--- src/rtl/calc_sequencer_pkg.sv ---
// calc_sequencer_pkg: op encodings, FSM states and program-entry field offsets
package calc_sequencer_pkg;
  localparam logic [2:0] OP_AND = 3'b000;
  localparam logic [2:0] OP_OR  = 3'b001;
  localparam logic [2:0] OP_ADD = 3'b010;
  localparam logic [2:0] OP_SUB = 3'b011;
  localparam logic [2:0] OP_SLT = 3'b100;
  localparam logic [2:0] OP_LSL = 3'b101;
  localparam logic [2:0] OP_ASR = 3'b110;
  localparam logic [2:0] OP_XOR = 3'b111;
  localparam int ENTRY_W  = 35;
  localparam int OP_LSB   = 32;
  localparam int OPND_LSB = 16;
  localparam int EXP_LSB  = 0;
  typedef enum logic [2:0] {S_IDLE, S_RST, S_SETUP, S_STROBE, S_WAIT, S_CHECK, S_DONE} state_t;
endpackage

--- src/rtl/calc_sequencer_if.sv ---
// calc_sequencer_if: button/switch/led bus between the sequencer and calc
interface calc_sequencer_if;
  logic btnu, btnd, btnl, btnc, btnr;
  logic [15:0] sw, led;
  modport master(output btnu, btnd, btnl, btnc, btnr, sw, input led);
  modport slave(input btnu, btnd, btnl, btnc, btnr, sw, output led);
endinterface

--- src/rtl/calc_seq_rom.sv ---
// calc_seq_rom: unreset program store with one write port and one async read port
module calc_seq_rom #(
  parameter int DEPTH  = 16,
  parameter int ADDR_W = 4,
  parameter int W      = 35
) (
  input  logic              clk,
  input  logic              i_we,
  input  logic [ADDR_W-1:0] i_waddr,
  input  logic [W-1:0]      i_wdata,
  input  logic [ADDR_W-1:0] i_raddr,
  output logic [W-1:0]      o_rdata
);
  logic [W-1:0] r_mem [DEPTH];
  always_ff @(posedge clk)
    if (i_we) r_mem[i_waddr] <= i_wdata;
  assign o_rdata = r_mem[i_raddr];
endmodule

--- src/rtl/calc_sequencer.sv ---
// calc_sequencer: replays a programmed script into calc and scores each led result
module calc_sequencer
  import calc_sequencer_pkg::*;
#(
  parameter int DEPTH  = 16,
  parameter int ADDR_W = 4,
  parameter int SETTLE = 2
) (
  input  logic                clk,
  input  logic                rst,
  input  logic                prog_we,
  input  logic [ADDR_W-1:0]   prog_addr,
  input  logic [ENTRY_W-1:0]  prog_data,
  input  logic [ADDR_W:0]     prog_len,
  input  logic                start,
  calc_sequencer_if.master    bus,
  output logic                busy,
  output logic                done,
  output logic [ADDR_W:0]     pass_cnt,
  output logic [ADDR_W:0]     fail_cnt,
  output logic [ADDR_W-1:0]   first_fail
);
  localparam logic [ADDR_W:0] LEN_MAX = (ADDR_W+1)'(DEPTH);
  state_t               r_state;
  logic [ADDR_W:0]      r_len;
  logic [ADDR_W-1:0]    r_idx;
  logic [3:0]           r_cnt;
  logic [15:0]          r_exp;
  logic [ENTRY_W-1:0]   w_rd;
  logic [ADDR_W-1:0]    w_raddr;
  logic [ADDR_W:0]      w_len;
  logic                 w_more;
  logic                 w_load;
  // CHECK looks one entry ahead so the next SETUP is loaded on the same edge
  assign w_raddr = r_state == S_CHECK ? r_idx + 1'b1 : r_idx;
  assign w_len   = prog_len > LEN_MAX ? LEN_MAX : prog_len;
  assign w_more  = ({1'b0, r_idx} + (ADDR_W+1)'(1)) < r_len;
  assign w_load  = (r_state == S_RST && r_len != '0) || (r_state == S_CHECK && w_more);
  calc_seq_rom #(.DEPTH(DEPTH), .ADDR_W(ADDR_W), .W(ENTRY_W)) u_rom (
    .clk     (clk),
    .i_we    (prog_we & ~busy),
    .i_waddr (prog_addr),
    .i_wdata (prog_data),
    .i_raddr (w_raddr),
    .o_rdata (w_rd)
  );
  always_ff @(posedge clk or posedge rst)
    if (rst) begin
      r_state    <= S_IDLE;
      r_len      <= '0;
      r_idx      <= '0;
      r_cnt      <= '0;
      r_exp      <= '0;
      busy       <= 1'b0;
      done       <= 1'b0;
      pass_cnt   <= '0;
      fail_cnt   <= '0;
      first_fail <= '0;
      bus.btnu   <= 1'b0;
      bus.btnd   <= 1'b0;
      bus.btnl   <= 1'b0;
      bus.btnc   <= 1'b0;
      bus.btnr   <= 1'b0;
      bus.sw     <= '0;
    end else begin
      bus.btnu <= 1'b0;
      bus.btnd <= 1'b0;
      done     <= 1'b0;
      if (w_load) begin
        {bus.btnl, bus.btnc, bus.btnr} <= w_rd[OP_LSB +: 3];
        bus.sw <= w_rd[OPND_LSB +: 16];
        r_exp  <= w_rd[EXP_LSB +: 16];
      end
      case (r_state)
        S_IDLE:
          if (start) begin
            r_len      <= w_len;
            r_idx      <= '0;
            pass_cnt   <= '0;
            fail_cnt   <= '0;
            first_fail <= '0;
            busy       <= 1'b1;
            bus.btnu   <= 1'b1;
            r_state    <= S_RST;
          end
        S_RST: begin
          done    <= r_len == '0;
          r_state <= r_len == '0 ? S_DONE : S_SETUP;
        end
        S_SETUP: begin
          bus.btnd <= 1'b1;
          r_state  <= S_STROBE;
        end
        S_STROBE: begin
          r_cnt   <= 4'(SETTLE - 1);
          r_state <= S_WAIT;
        end
        S_WAIT: begin
          r_cnt   <= r_cnt - 1'b1;
          r_state <= r_cnt == '0 ? S_CHECK : S_WAIT;
        end
        S_CHECK: begin
          if (bus.led == r_exp) pass_cnt <= pass_cnt + 1'b1;
          else begin
            fail_cnt   <= fail_cnt + 1'b1;
            first_fail <= fail_cnt == '0 ? r_idx : first_fail;
          end
          r_idx   <= r_idx + 1'b1;
          done    <= ~w_more;
          r_state <= w_more ? S_SETUP : S_DONE;
        end
        S_DONE: begin
          busy    <= 1'b0;
          r_state <= S_IDLE;
        end
        default: r_state <= S_IDLE;
      endcase
    end
endmodule

--- src/flat_wrapper.sv ---
// flat-port wrapper written by rule: the top's interface ports become plain ports
module calc_sequencer_flat import calc_sequencer_pkg::*;
#(
  parameter int DEPTH  = 16,
  parameter int ADDR_W = 4,
  parameter int SETTLE = 2
)
  (clk, rst, prog_we, prog_addr, prog_data, prog_len, start, busy, done, pass_cnt, fail_cnt, first_fail, bus_btnu, bus_btnd, bus_btnl, bus_btnc, bus_btnr, bus_sw, bus_led);
  calc_sequencer_if bus_i ();
  input  logic clk;
  input  logic rst;
  input  logic prog_we;
  input  logic [ADDR_W-1:0] prog_addr;
  input  logic [ENTRY_W-1:0] prog_data;
  input  logic [ADDR_W:0] prog_len;
  input  logic start;
  output logic busy;
  output logic done;
  output logic [ADDR_W:0] pass_cnt;
  output logic [ADDR_W:0] fail_cnt;
  output logic [ADDR_W-1:0] first_fail;
  output wire logic [$bits(bus_i.btnu)-1:0] bus_btnu;
  output wire logic [$bits(bus_i.btnd)-1:0] bus_btnd;
  output wire logic [$bits(bus_i.btnl)-1:0] bus_btnl;
  output wire logic [$bits(bus_i.btnc)-1:0] bus_btnc;
  output wire logic [$bits(bus_i.btnr)-1:0] bus_btnr;
  output wire logic [$bits(bus_i.sw)-1:0] bus_sw;
  input wire logic [$bits(bus_i.led)-1:0] bus_led;
  assign bus_btnu = bus_i.btnu;
  assign bus_btnd = bus_i.btnd;
  assign bus_btnl = bus_i.btnl;
  assign bus_btnc = bus_i.btnc;
  assign bus_btnr = bus_i.btnr;
  assign bus_sw = bus_i.sw;
  assign bus_i.led = bus_led;
  calc_sequencer #(.DEPTH(DEPTH), .ADDR_W(ADDR_W), .SETTLE(SETTLE)) u_core (.clk(clk), .rst(rst), .prog_we(prog_we), .prog_addr(prog_addr), .prog_data(prog_data), .prog_len(prog_len), .start(start), .bus(bus_i), .busy(busy), .done(done), .pass_cnt(pass_cnt), .fail_cnt(fail_cnt), .first_fail(first_fail));
endmodule
--- config.mk ---
export PLATFORM = sky130hd
export DESIGN_NAME = calc_sequencer_flat
export DESIGN_NICKNAME = d
export VERILOG_FILES = /design/src/rtl/calc_sequencer_pkg.sv /design/src/rtl/calc_sequencer_if.sv /design/src/rtl/calc_seq_rom.sv /design/src/rtl/calc_sequencer.sv /design/src/flat_wrapper.sv
export SDC_FILE = /design/constraint.sdc
export NUM_CORES = 1
export LEC_CHECK = 0
export BUFFER_PORTS_ARGS = -buffer_cell sky130_fd_sc_hd__buf_2
export CORE_ASPECT_RATIO = 0.8
export CORE_UTILIZATION = 35
export DETAILED_ROUTE_END_ITERATION = 7
export GPL_TIMING_DRIVEN = 0
export PLACE_DENSITY = 0.48
export SLEW_MARGIN = 20
export SYNTH_ARGS = -nofsm -noshare
export SYNTH_HDL_FRONTEND = slang
export SYNTH_SLANG_ARGS = --single-unit
--- constraint.sdc ---
create_clock -name clk -period 9.5 [get_ports clk]
set_input_delay 1.425 -clock clk [delete_from_list [all_inputs] [get_ports clk]]
set_output_delay 1.425 -clock clk [all_outputs]
set_load 0.05 [all_outputs]
==> insert_results.sql, run 1 <==
INSERT INTO impl_metrics (metric_group, metric, value, unit) VALUES
('yosys', 'post_synth_most_frequent_cells', '560 x edfxtp_1, 207 x mux2i_1, 136 x nand2_1', ''),
('yosys', 'postSynthNetCount', '1551', ''),
('floorplan', 'die_w', '301', 'microns'),
('sta', 'setup_ws', '5105', 'ps'),
('yosys', 'asyncSetResetFlopFracSynth', '10.97', '%'),
('clock_network', 'number_of_clock_sinks_seen_by_cts', '629', ''),
('routing', 'wire_per_inst', '26.25', 'microns'),
('placed_design', 'post-place-ws', '5063', 'ps'),
('outcome', 'status', 'finished with violations', ''),
('layout', 'drive_above_1_share', '21.44', '%'),
('worst_hold_path', 'timing.hold.worst.class', 'reg2reg', ''),
('layout', 'final_net_count', '1769', ''),
('power', 'p_leak', '10.05', 'nW'),
('global_routing', 'grt_first_pass_wirelength', '100.6', 'mm'),
('sta', 'worst_clock_skew', '21.68', 'ps'),
('setup_path', 'worstPathArrival', '4840', 'ps'),
('yosys', 'synth_top_family_by_area', 'multiplexers', ''),
('setup_path', 'crit_path_start_kind', 'flop', ''),
('setup_path', 'critical_path_required_time', '9950', 'ps'),
('yosys', 'leading_cell_type_by_number_of_instances_after_synthesis', 'edfxtp_1', ''),
('placed_design', 'gpl.final_weighted_congestion', '0.7732', ''),
('global_routing', 'gr-usage-all-layers', '19.58', '%'),
('yosys', 'synthAdderAreaFrac', '0.5498', '%'),
('floorplan', 'dieArea', '72600', 'sq um'),
('routing', 'firstDrtPassIters', '8', ''),
('global_routing', 'first_global_vias', '13925', ''),
('clock_network', 'clk_root_buffer_cell', 'clkbuf_16', ''),
('global_routing', 'antenna_found_initial', '2', ''),
('routing', 'dr_total_vias', '14087', ''),
('layout', 'area_delta_synth_final', '18.77', '%'),
('yosys', 'netlist.area_leader.share', '67.18', '%'),
('yosys', 'synth-seq-area-share', '74.07', '%'),
('sta', 'slew_headroom', '23.12', '%'),
('setup_path', 'crit_path_cell_trace', 'nand3b_2 -> inv_1 -> clkbuf_1 -> ha_1 -> buf_2 -> buf_2 -> nor2_2 -> clkbuf_1 -> a22oi_1 -> a21oi_1 -> o31ai_2', ''),
('setup_path', 'timing.critical_path.slowest_stage_cell', 'nor2_2', ''),
('sta', 'setup_viol_count_final', '0', ''),
('routing', 'avgViaCountPerCell', '5.258', ''),
('yosys', 'synth_flop_type', 'edfxtp_1', ''),
('floorplan', 'ioPinCount', '101', ''),
('layout', 'num-fill-cells', '6336', ''),
('setup_path', 'critical_path.endpoint_type', 'flop', ''),
('layout', 'postLayoutCoreUtil', '42.09', '%'),
('yosys', 'synthSimpleGateAreaFrac', '3.959', '%'),
('yosys', 'yosysWarnings', '0', ''),
('placed_design', 'placed_area', '27640', 'sq um'),
('clock_network', 'tritoncts', 'built', ''),
('clock_network', 'clock_insertion_delay_worst_skew', '610', 'ps'),
('floorplan', 'placeableCoreArea', '70650', 'sq um'),
('outcome', 'violated_checks', 'DRC', ''),
('sta', 'grt_setup_unrepaired', 'no', ''),
('power', 'power.total', '8.055', 'mW'),
('yosys', 'yosys.area_share.xor_xnor', '1.010', '%'),
('placed_design', 'place.detailed.hpwl', '46.53', 'mm'),
('power', 'vdd_ir_drop_max', '0.1498', 'mV'),
('yosys', 'synth_enable_flop_cells', '560', ''),
('setup_path', 'worst_path_largest_cell_delay', '700', 'ps'),
('sta', 'slew_violations', '0', ''),
('floorplan', 'initial_utilization', '35.43', '%'),
('yosys', 'synth_top_cells_by_area', 'edfxtp_1 67%, mux2i_1 8.3%, dfrtp_1 6.9%, mux4_2 2.2%, nand2_1 2.0%', ''),
('global_routing', 'overflow', '0', ''),
('power', 'pwr_density_cell', '270.9', 'nW/um^2'),
('routing', 'finalWirelength', '70.33', 'mm'),
('sta', 'worst_slew_pin_slew', '1153', 'ps'),
('clock_network', 'cts.reportedPaths.clkPinSlew', '60', 'ps'),
('clock_network', 'cts_resized', '0', ''),
('routing', 'final_antenna_net_count', '0', ''),
('clock_network', 'post_cts_setup_driven_buffer_insertion_count', '0', ''),
('clock_network', 'cts-hold-fix-buffers', '0', ''),
('floorplan', 'die_h', '241.2', 'microns'),
('yosys', 'synth.ff_latch_count', '629', ''),
('routing', 'drcViolationCount', '36', '');
==> where the power goes <==
group	switching [mW]	internal, mW	total, mW
clock	1.08	1.44	2.52
sequential	0.114	3.16	3.27
combinational	1.48	0.785	2.26
==> state kept, by name, indices dropped and copies added (netlist names) <==
signal              count
u_core.busy             1
u_core.r_exp           16
u_core.first_fail       4
u_core.u_rom.r_mem    560
u_core.pass_cnt         5
u_core.r_idx            4
u_core.bus.btnc         1
u_core.bus.sw          16
u_core.fail_cnt         5
u_core.r_cnt            4
u_core.bus.btnr         1
u_core.r_len            5
u_core.bus.btnd         1
u_core.bus.btnl         1
u_core.r_state          3
u_core.done             1
u_core.bus.btnu         1
==> layout by cell type, fill, tap and decap left out, types with 7 or more instances in the layout <==
cell type    n
nand2_1    136
a32o_1       8
edfxtp_1   560
a211oi_1    11
ha_1        11
dfrtp_1     69
clkbuf_1    55
nor2_4      13
inv_1       13
a22oi_1     45
a32oi_1     10
a221oi_1    10
buf_12       8
buf_4       29
clkbuf_16   70
mux4_2      24
buf_2      125
o21ai_0     12
a21oi_1     67
o22ai_1     22
clkinv_2     8
buf_6       13
xnor2_1     21
nand2b_1     7
buf_16      17
o31ai_2     16
a211oi_2    16
clkinv_1     7
nor2_1      19
a221o_1     13
mux2i_1    207
==> routing by layer <==
metal	share of wire, %	wire length (microns)	GRT usage [%]
met5	0.037	26	0
met2	44	30990	29.53
met4	1.8	1233	4.476
met1	48	33880	29.11
met3	6.0	4204	3.781
==> metrics by stage <==
step | hold slack, ps | instances
floorplan | 469.6 | 1476
global placement | 475.6 | 2510
detailed placement | 480.8 | 2559
CTS | 493.8 | 2678
global route | 532.5 | 2678
finish | 485.4 | 2679
==> worst max-delay path, delay by kind of cell (launching register included) <==
kind	cells	cell delay, ps
flip-flops	1	450
buffers and inverters	5	1820
AND/OR/NAND/NOR	2	1060
AO/OA/AOI/OAI	3	570
adder cells (fa/ha/maj)	1	330
==> final timing paths <==
path	cells past startpoint	slack (ps)	start	to
worst max-delay path	11	5100	u_core.r_state[1]	u_core.r_exp[10]
worst min-delay path	2	490	u_core.bus.sw[3]	u_core.bus.sw[3]
worst max register to register	11	5100	u_core.r_state[1]	u_core.r_exp[10]
worst min register to register	2	490	u_core.bus.sw[3]	u_core.bus.sw[3]
max in group asynchronous	3	8110	rst	u_core.bus.sw[14]
min in group asynchronous	2	750	rst	u_core.r_exp[14]
==> final cells by class <==
type / instances / area [sq um] / share of cell area, %
diodes: 1 / 2.502 / 0.008416
plain buffers: 83 / 460.4 / 1.549
clock buffers: 94 / 1882 / 6.329
clock inverters: 25 / 209.0 / 0.7028
inverters: 14 / 57.56 / 0.1936
multi-input cells: 750 / 6090 / 20.48
flip-flops and latches: 629 / 18540 / 62.37
well taps: 934 / 1169 / 3.930
repair buffers: 149 / 1320 / 4.440
==> kinds of logic (layout without fill, tap and decap cells) <==
kind of cell | Yosys count | count (layout)
AOI/OAI and AO/OA | 255 | 255
xor gates and xnor gates | 28 | 28
adders and majority gates | 11 | 11
buffers and inverters | 97 | 365
DFF | 629 | 629
muxes | 235 | 235
other | 0 | 1
and+or+nand+nor | 221 | 221
Power figures use the tool's default switching activity.
==> run 2: changes to the inputs <==
--- a/config.mk
+++ b/config.mk
@@ -10,7 +10,7 @@
 export CORE_UTILIZATION = 35
 export DETAILED_ROUTE_END_ITERATION = 7
 export GPL_TIMING_DRIVEN = 0
-export PLACE_DENSITY = 0.48
+export PLACE_DENSITY = 0.5
 export SLEW_MARGIN = 20
 export SYNTH_ARGS = -nofsm -noshare
 export SYNTH_HDL_FRONTEND = slang
==> constraint.sdc (replaced) <==
create_clock -name clk -period 3.8 [get_ports clk]
set_input_delay 0.57 -clock clk [delete_from_list [all_inputs] [get_ports clk]]
set_output_delay 0.57 -clock clk [all_outputs]
set_load 0.05 [all_outputs]
==> insert_results.sql, run 2 (same netlist as run 1, synthesis figures left out) <==
INSERT INTO impl_metrics (metric_group, metric, value, unit) VALUES
('outcome', 'status', 'finished with violations', ''),
('outcome', 'violated_checks', 'DRC', ''),
('floorplan', 'die_w', '301', 'microns'),
('power', 'pwr_density_cell', '679.4', 'nW/um^2'),
('sta', 'slew_violations', '0', ''),
('setup_path', 'critical_path_required_time', '4290', 'ps'),
('floorplan', 'placeableCoreArea', '70650', 'sq um'),
('sta', 'final_period_minus_worst_setup_slack', '3603', 'ps'),
('global_routing', 'grt_first_pass_wirelength', '100.9', 'mm'),
('sta', 'timing.final.hold_violations', '0', ''),
('floorplan', 'rows', '87', ''),
('power', 'p_leak', '10.11', 'nW'),
('setup_path', 'timing.critical_path.slowest_stage_cell', 'nor2_4', ''),
('setup_path', 'crit_path_start_kind', 'flop', ''),
('setup_path', 'timing.critical_path.from', 'u_core.r_state[0]', ''),
('global_routing', 'largest_net_degree_at_the_start_of_global_routing', '46', ''),
('setup_path', 'criticalPathCategory', 'reg2reg', ''),
('worst_hold_path', 'timing.hold.worst.class', 'in2reg', ''),
('setup_path', 'critical-path-top-cell-by-count', 'clkbuf_4', ''),
('layout', 'num-fill-cells', '6304', ''),
('global_routing', 'gr-usage-all-layers', '19.62', '%'),
('global_routing', 'overflow', '0', ''),
('layout', 'registers.top_by_ff_count', 'u_core.u_rom.r_mem', ''),
('clock_network', 'tritoncts', 'built', ''),
('layout', 'area.sequential', '18540', 'sq um'),
('routing', 'finalWirelength', '69.94', 'mm'),
('setup_path', 'critPathMaxFanout', '15', ''),
('routing', 'initial_detailed_routing_violation_count', '1287', ''),
('routing', 'dr_total_vias', '14049', ''),
('routing', 'firstDrtPassIters', '7', ''),
('sta', 'worst_clock_skew', '25.82', 'ps'),
('setup_path', 'worstPathBufferInverterCount', '5', ''),
('floorplan', 'die_h', '241.2', 'microns'),
('layout', 'drive_above_1_share', '22.21', '%'),
('clock_network', 'clock_tree.htree_level_count', '3', ''),
('setup_path', 'critical_path.endpoint_type', 'flop', ''),
('floorplan', 'initial_utilization', '35.43', '%'),
('layout', 'diodes', '0', ''),
('global_routing', 'first_global_vias', '14155', ''),
('sta', 'maxClockFrequency', '0.2775', 'GHz'),
('sta', 'final_min_period_over_clock_period', '94.83', '%'),
('clock_network', 'clock_insertion_delay_worst_skew', '620', 'ps'),
('sta', 'grt_setup_unrepaired', 'no', ''),
('clock_network', 'number_of_clock_sinks_seen_by_cts', '629', ''),
('clock_network', 'cts_inserted_buffers', '68', ''),
('setup_path', 'path_delay_family', 'buffers and inverters', ''),
('layout', 'reg_top3', 'u_core.u_rom.r_mem (560), u_core.bus.sw (16), u_core.r_exp (16)', ''),
('setup_path', 'worstPathArrival', '4090', 'ps'),
('clock_network', 'cts.reportedPaths.clkPinSlew', '60', 'ps'),
('layout', 'multi_input_comb_area', '6113', 'sq um'),
('layout', 'area_delta_synth_final', '19.27', '%'),
('layout', 'postLayoutCoreUtil', '42.26', '%'),
('setup_path', 'crit_path_cell_trace', 'buf_4 -> nand3b_2 -> clkinvlp_4 -> ha_1 -> clkbuf_4 -> clkbuf_4 -> nor2_4 -> buf_2 -> a32oi_1 -> a221o_1', ''),
('clock_network', 'clk_root_buffer_cell', 'clkbuf_16', ''),
('power', 'power.total', '20.29', 'mW'),
('routing', 'avgViaCountPerCell', '5.258', ''),
('job', 'drv_cap', '0', ''),
('sta', 'setup_tns', '0', 'ps'),
('worst_hold_path', 'hold_start', 'prog_len[0]', ''),
('sta', 'setup_ws', '196.6', 'ps'),
('layout', 'layout_commonest_cell', 'edfxtp_1', ''),
('routing', 'drcViolationCount', '21', ''),
('placed_design', 'place.port_buffers', '100', ''),
('floorplan', 'ioPinCount', '101', ''),
('sta', 'setup_viol_count_final', '0', ''),
('routing', 'final_antenna_net_count', '0', ''),
('power', 'vdd_ir_drop_max', '0.3236', 'mV'),
('sta', 'final_hold_slack', '224.7', 'ps'),
('placed_design', 'place.detailed.hpwl', '46.23', 'mm'),
('sta', 'worst_slew_pin_slew', '1075', 'ps'),
('layout', 'final_net_count', '1761', ''),
('sta', 'slew_headroom', '28.34', '%'),
('setup_path', 'r2r_start', 'u_core.r_state[0]', ''),
('placed_design', 'post-place-ws', '-628.7', 'ps'),
('layout', 'most-common-layout-cells', '560 x edfxtp_1, 207 x mux2i_1, 136 x nand2_1', ''),
('placed_design', 'gpl.final_weighted_congestion', '0.7767', ''),
('global_routing', 'antenna_found_initial', '2', ''),
('clock_network', 'cts.path.max_buffers', '3', ''),
('setup_path', 'worst_path_largest_cell_delay', '450', 'ps'),
('setup_path', 'regToRegSetupSlack', '200', 'ps'),
('routing', 'wire_per_inst', '26.17', 'microns'),
('floorplan', 'dieArea', '72600', 'sq um'),
('layout', 'largest_register_ffs', '560', '');
## run 2: cell count changes in the layout (fill, tap and decap cells not counted), moves of 6 or more
cell      before  now
clkbuf_1      55   35
buf_4         29   14
clkbuf_2       1   15
clkbuf_8       4   10
## run 2: cell type report
cell class,instances,area share [%]
plain buffers,82,1.643
clock buffers,96,6.529
clock inverters,26,0.6914
inverters,14,0.2053
multi-input cells,750,20.48
flip-flops and latches,629,62.10
well taps,934,3.914
repair buffers,141,4.438
## run 2: stage by stage
step	cells	cell area [sq um]
4_1_cts	2672	29840
3_3_place_gp	2510	26720
2_1_floorplan	1476	25050
3_5_place_dp	2550	27650
6_report	2672	29860
5_1_grt	2672	29860
## run 2: path summary, 6_finish.rpt
path | endpoint | cells after the start
hold / removal | u_core.r_len[0] | 3
min in group asynchronous | u_core.r_exp[11] | 3
setup / recovery | u_core.bus.sw[6] | 10
max in group asynchronous | u_core.bus.btnd | 4
setup reg to reg | u_core.bus.sw[6] | 10
hold reg to reg | u_core.bus.sw[0] | 2
## run 2: per-layer routing
metal	vias up	part of all wire, %	GRT usage, %
li1	6245	-	-
met1	7266	47	28.47
met5	-	0.031	0
met3	99	6.7	4.519
met2	435	45	29.83
met4	4	1.8	4.522
## run 2: worst reg2reg max path: stages (launching register included)
cell        delay [ps]
dfrtp_1            370
buf_4              180
nand3b_2           230
clkinvlp_4         330
ha_1               370
clkbuf_4           250
clkbuf_4           300
nor2_4             460
buf_2              450
a32oi_1            190
a221o_1            360
## run 2: power by group
| group | total [mW] | switching, mW | leakage, nW | internal [mW] |
|---|---|---|---|---|
| registers | 8.17 | 0.279 | 5.92 | 7.89 |
| logic | 5.68 | 3.69 | 3.13 | 1.99 |
| clock network | 6.44 | 2.71 | 1.06 | 3.73 |
| total | 20.3 | 6.68 | 10.1 | 13.6 |
## run 2: timing repair
item,in CTS,in global routing
resized for setup,12,16
hold buffers,1,0
setup buffers,0,0
hold endpoints to repair,24,0
setup endpoints to repair,35,27
